### src/rtl/pipe_pkg.sv
// Shared definitions for the pipeline hazard unit: bypass select encodings,
// the scoreboard entry payload and the supported size limits.
package pipe_pkg;

    // Deepest supported issue-to-writeback latency.
    localparam int unsigned WB_LAT_MAX = 8;
    // Widest supported register address; narrower addresses are zero-extended.
    localparam int unsigned RD_W       = 8;
    // Width of a scoreboard stage index (covers 0..WB_LAT_MAX).
    localparam int unsigned IDX_W      = 4;

    // Operand bypass source encodings.
    localparam logic [1:0] FWD_RF  = 2'd0;
    localparam logic [1:0] FWD_EXE = 2'd1;
    localparam logic [1:0] FWD_MEM = 2'd2;

    // One in-flight register writer.
    typedef struct packed {
        logic            valid;
        logic [RD_W-1:0] rd;
        logic            is_load;
    } sb_entry_t;

endpackage

### src/rtl/pipe_hazard_match.sv
// hazard_match: compares one source register against the live scoreboard
// entries and reports the youngest matching stage.
//   src, used      : source register address and its read enable
//   sb             : scoreboard entries, index 1 = EXE (youngest)
//   hit            : some live entry writes src
//   idx            : stage of the youngest matching entry (0 when no hit)
//   is_load        : that entry is a load
module hazard_match
    import pipe_pkg::*;
#(
    parameter int unsigned REG_AW = 5,
    parameter int unsigned DEPTH  = 2
) (
    input  logic [REG_AW-1:0]      src,
    input  logic                   used,
    input  sb_entry_t [DEPTH:1]    sb,
    output logic                   hit,
    output logic [IDX_W-1:0]       idx,
    output logic                   is_load
);

    // Scan oldest to youngest so the youngest match is the last one written.
    always_comb begin
        hit     = 1'b0;
        idx     = '0;
        is_load = 1'b0;
        for (int k = int'(DEPTH); k >= 1; k--) begin
            if (used && (src != '0) && sb[k].valid && (sb[k].rd == RD_W'(src))) begin
                hit     = 1'b1;
                idx     = IDX_W'(k);
                is_load = sb[k].is_load;
            end
        end
    end

endmodule

### src/rtl/pipe_hazard_unit.sv
// pipe_hazard_unit: interlock and bypass controller for the ID stage.
// Tracks in-flight register writers in a shift-register scoreboard and decides
// per cycle whether the ID instruction issues, stalls or is flushed, and which
// bypass source feeds each operand.
// Build option: define FORWARD_EN to enable the EXE/MEM bypass network;
// otherwise every in-flight match stalls and the fwd selects are tied to 0.
//   clk, rst                     : clock, async active-high reset
//   id_*                         : decoded ID-stage instruction
//   exe_branch_taken             : branch resolved taken in EXE
//   stall, flush, issue          : pipeline control (combinational)
//   fwd_rs_sel, fwd_rt_sel       : operand sources (combinational)
//   stall_cnt                    : saturating stall-cycle counter
module pipe_hazard_unit
    import pipe_pkg::*;
#(
    parameter int unsigned REG_AW = 5,
    parameter int unsigned WB_LAT = 3,
    parameter int unsigned CNT_W  = 16
) (
    input  logic              clk,
    input  logic              rst,
    input  logic              id_valid,
    input  logic [REG_AW-1:0] id_rs,
    input  logic [REG_AW-1:0] id_rt,
    input  logic              id_rs_used,
    input  logic              id_rt_used,
    input  logic [REG_AW-1:0] id_rd,
    input  logic              id_rd_we,
    input  logic              id_is_load,
    input  logic              exe_branch_taken,
    output logic              stall,
    output logic              flush,
    output logic              issue,
    output logic [1:0]        fwd_rs_sel,
    output logic [1:0]        fwd_rt_sel,
    output logic [CNT_W-1:0]  stall_cnt
);

    // The writer at stage WB_LAT writes the regfile before ID reads it, so it
    // can never cause a hazard and is not held in the scoreboard.
    localparam int unsigned DEPTH = WB_LAT - 1;

    sb_entry_t [DEPTH:1] sb_q;
    sb_entry_t           sb_in;

    logic             rs_hit,  rt_hit;
    logic [IDX_W-1:0] rs_idx,  rt_idx;
    logic             rs_load, rt_load;
    logic             rs_haz,  rt_haz;

    hazard_match #(.REG_AW(REG_AW), .DEPTH(DEPTH)) u_match_rs (
        .src     (id_rs),
        .used    (id_rs_used),
        .sb      (sb_q),
        .hit     (rs_hit),
        .idx     (rs_idx),
        .is_load (rs_load)
    );

    hazard_match #(.REG_AW(REG_AW), .DEPTH(DEPTH)) u_match_rt (
        .src     (id_rt),
        .used    (id_rt_used),
        .sb      (sb_q),
        .hit     (rt_hit),
        .idx     (rt_idx),
        .is_load (rt_load)
    );

`ifdef FORWARD_EN
    // Stall on load-use at EXE or on a match in a stage without a bypass path;
    // otherwise pick the EXE or MEM bypass for a matching operand.
    always_comb begin
        rs_haz     = rs_hit && (((rs_idx == IDX_W'(1)) && rs_load) || (rs_idx >= IDX_W'(3)));
        rt_haz     = rt_hit && (((rt_idx == IDX_W'(1)) && rt_load) || (rt_idx >= IDX_W'(3)));
        fwd_rs_sel = FWD_RF;
        fwd_rt_sel = FWD_RF;
        if (rs_hit && !rs_haz) begin
            fwd_rs_sel = (rs_idx == IDX_W'(1)) ? FWD_EXE : FWD_MEM;
        end
        if (rt_hit && !rt_haz) begin
            fwd_rt_sel = (rt_idx == IDX_W'(1)) ? FWD_EXE : FWD_MEM;
        end
    end
`else
    // No bypass: any in-flight writer of a used source interlocks.
    logic unused_match;
    assign unused_match = ^{rs_idx, rs_load, rt_idx, rt_load};

    always_comb begin
        rs_haz     = rs_hit;
        rt_haz     = rt_hit;
        fwd_rs_sel = FWD_RF;
        fwd_rt_sel = FWD_RF;
    end
`endif

    // Flush wins over stall; a flushed or stalled cycle issues nothing.
    assign flush = exe_branch_taken;
    assign stall = id_valid && (rs_haz || rt_haz) && !flush;
    assign issue = id_valid && !stall && !flush;

    // New EXE entry; writes to register 0 never need tracking.
    assign sb_in = '{valid:   issue && id_rd_we && (id_rd != '0),
                     rd:      RD_W'(id_rd),
                     is_load: id_is_load};

    // Scoreboard shift and saturating stall counter.
    always_ff @(posedge clk or posedge rst) begin
        if (rst) begin
            sb_q      <= '0;
            stall_cnt <= '0;
        end else begin
            sb_q[1] <= sb_in;
            for (int k = 2; k <= int'(DEPTH); k++) begin
                sb_q[k] <= sb_q[k-1];
            end
            if (stall && (stall_cnt != '1)) begin
                stall_cnt <= stall_cnt + CNT_W'(1);
            end
        end
    end

endmodule
### config.mk
export PLATFORM = sky130hd
export DESIGN_NAME = pipe_hazard_unit
export DESIGN_NICKNAME = d
export VERILOG_FILES = /design/src/rtl/pipe_pkg.sv /design/src/rtl/pipe_hazard_match.sv /design/src/rtl/pipe_hazard_unit.sv
export SDC_FILE = /design/constraint.sdc
export NUM_CORES = 1
export LEC_CHECK = 0
export ABC_CLOCK_PERIOD_IN_PS = 4100
export BUFFER_PORTS_ARGS = -buffer_cell sky130_fd_sc_hd__buf_2
export CORE_MARGIN = 4
export CORE_UTILIZATION = 35
export CTS_BUF_LIST = sky130_fd_sc_hd__clkbuf_16
export CTS_CLUSTER_SIZE = 40
export DETAILED_ROUTE_END_ITERATION = 12
export PLACE_DENSITY = 0.66
export RECOVER_POWER = 50
export SETUP_SLACK_MARGIN = 0.4
export SYNTH_ARGS = -nofsm -noshare
export SYNTH_HDL_FRONTEND = slang
export SYNTH_HIERARCHICAL = 1
export SYNTH_SLANG_ARGS = --single-unit
### constraint.sdc
create_clock -name clk -period 4.1 [get_ports clk]
set_input_delay 0.205 -clock clk [delete_from_list [all_inputs] [get_ports clk]]
set_output_delay 0.205 -clock clk [all_outputs]
set_load 0.03 [all_outputs]
==> results.py <==
metrics = {
    "run_status": {
        "status": "completed",
    },
    "worst_setup_path": {
        "path_cells": "xnor2_1, nand4_1, or3_1, nand2b_1, nor2_1, or2_2, inv_1, buf_2",
        "path_delay_family": "simple AND/OR/NAND/NOR gates",
        "critical_path.max_stage_delay_ps": 410,
        "worstPathMaxFanout": 10,
        "crit_path_end_kind": "output pin",
        "worstSetupPathType": "reg -> out",
        "crit_arrival_ps": 2110,
        "cp_data_required_time_ps": 3890,
        "cp_num_buf_inv": 2,
        "slowest_stage": "dfrtp_1",
        "worst_setup_path_start_kind": "flop",
    },
    "cells_and_area": {
        "fillers": 393,
        "layout.nets": 213,
        "diodes": 0,
        "stdcell_count": 237,
        "seq_area_um2": 701,
        "syn2layout_area_growth_pct": 22.1,
        "drive_gt1_frac": 0.273,
        "multi_input_area_um2": 817,
    },
    "cts": {
        "numCtsBuffers": 3,
        "cts.sinks": 28,
        "cts_root_buf": "clkbuf_16",
        "clock_path_buffers": 2,
        "clk_pin_slew_ps": 60,
        "post_cts_resized": 0,
        "h-tree-depth": 1,
        "post_cts_buffers": 0,
        "cts_hold_buffers": 0,
        "tritoncts": "built",
        "clock_latency_ps": 260,
    },
    "power_and_ir_drop": {
        "p_leak_nw": 0.939,
        "vdd_drop_max_mv": 0.124,
        "seq_power_share": 0.520,
        "switching_share": 0.218,
        "p_comb_frac": 0.096,
        "internal_power_uw": 433,
        "power_density_mw_per_mm2": 298,
        "clockPowerShare": 0.384,
        "p_sw_uw": 121,
    },
    "floorplan": {
        "core_area_mm2": 0.00412,
        "die_w_um": 73.9,
        "rows": 23,
        "dieArea_mm2": 0.00547,
        "dieHeight_um": 73.9,
        "boundaryPins": 46,
        "initial_core_util": 0.370,
    },
    "placement": {
        "place.gp.congestion": 0.829,
        "place_inst": 234,
        "hpwl_um": 2480,
        "port_buffers": 40,
    },
    "global_route": {
        "grt_use_total": 0.122,
        "grt_max_degree": 29,
        "grt_pass1_vias": 1123,
        "grt-ovfl-total": 0,
        "grt_pass1_wl_um": 5240,
        "antenna_found_initial": 0,
    },
    "sta": {
        "rsz0062_at_grt": "no",
        "fin_worst_skew_ps": 5.75,
        "worstMarginPinSlew_ps": 1010,
        "slew_headroom": 0.325,
        "drv_slew": 0,
        "finalSetupViolCount": 0,
        "hold_violations": 0,
        "timing.setup.tns_ps": 0,
        "timing.fmax_mhz": 431,
        "period_minus_slack_ps": 2320,
        "post-route-period-util": 0.565,
    },
    "hold_path": {
        "hold_class": "in -> reg",
    },
    "routing": {
        "vias_per_cell": 4.83,
        "finalWirelength_um": 3120,
        "vias": 1144,
        "first_iter_violations": 46,
        "post-route-drc-count": 0,
        "routedWlPerCell_um": 13.2,
        "antenna_left": 0,
        "first_pass_iters": 4,
    },
    "job": {
        "cap_violations": 0,
    },
    "synth": {
        "netlist_area_mm2": 0.00152,
        "yosys_warnings": 6,
        "syn_area_per_cell_um2": 11.2,
        "netlist_instances": 136,
    },
}
-- layout by cell type (no fill, tap or decap), types with 4 or more instances in the layout --
cell type  count
buf_2         36
dfrtp_1       28
xor2_1        18
xnor2_1       17
conb_1        16
nand4_1        9
nor3_1         8
nand2_1        7
or3_1          4
clkbuf_1       4
nor4b_1        4
-- area by class of cell --
class / instances / share of cell area
repair buffers: 40 / 0.105
multi-input cells: 114 / 0.440
well taps: 50 / 0.0337
flip-flops and latches: 28 / 0.377
inverters: 2 / 0.00404
clock buffers: 3 / 0.0404
-- power by group through the flow --
stage | Clock [mW] | Combinational (mW) | Sequential (mW)
CTS | 0.219 | 0.0541 | 0.289
global route | 0.231 | 0.0590 | 0.289
floorplan | 0 | 0.0370 | 0.292
finish | 0.213 | 0.0531 | 0.288
detailed placement | 0 | 0.0539 | 0.294
global placement | 0 | 0.0532 | 0.293
-- worst paths after layout --
path,from,to,slack (ps),cells after the start
worst max-delay path,sb_q[15],stall,1780,8
worst min-delay path,id_rd[0],sb_q[1],70,1
worst max register to register,sb_q[15],stall_cnt[10],1840,8
worst min register to register,sb_q[9],sb_q[19],400,0
max in group asynchronous,rst,sb_q[2],3300,2
min in group asynchronous,rst,stall_cnt[14],180,2
-- metal layers --
metal / share of wire / GRT usage
met4: 0.013 / 0.0423
met3: 0.073 / 0.0284
met5: 0 / 0
met2: 0.47 / 0.195
met1: 0.45 / 0.164
-- flip-flops by register name (all words and copies together), names as in the netlist --
| register | count |
|---|---|
| sb_q | 12 |
| stall_cnt | 16 |
-- through the flow --
| stage | power (mW) | hold slack [ps] | cell area, um^2 | worst slack (ps) | utilization |
|---|---|---|---|---|---|
| 6_report | 0.554 | 69.0 | 1860 | 1780 | 0.452 |
| 5_1_grt | 0.579 | 64.1 | 1860 | 1660 | 0.452 |
| 2_1_floorplan | 0.329 | 236 | 1580 | 1910 | - |
| 3_3_place_gp | 0.347 | 331 | 1790 | 1870 | 0.434 |
| 4_1_cts | 0.562 | 62.3 | 1860 | 1770 | 0.453 |
| 3_5_place_dp | 0.348 | 330 | 1790 | 1830 | 0.434 |
Note: power is estimated with default switching activity, not from simulation.
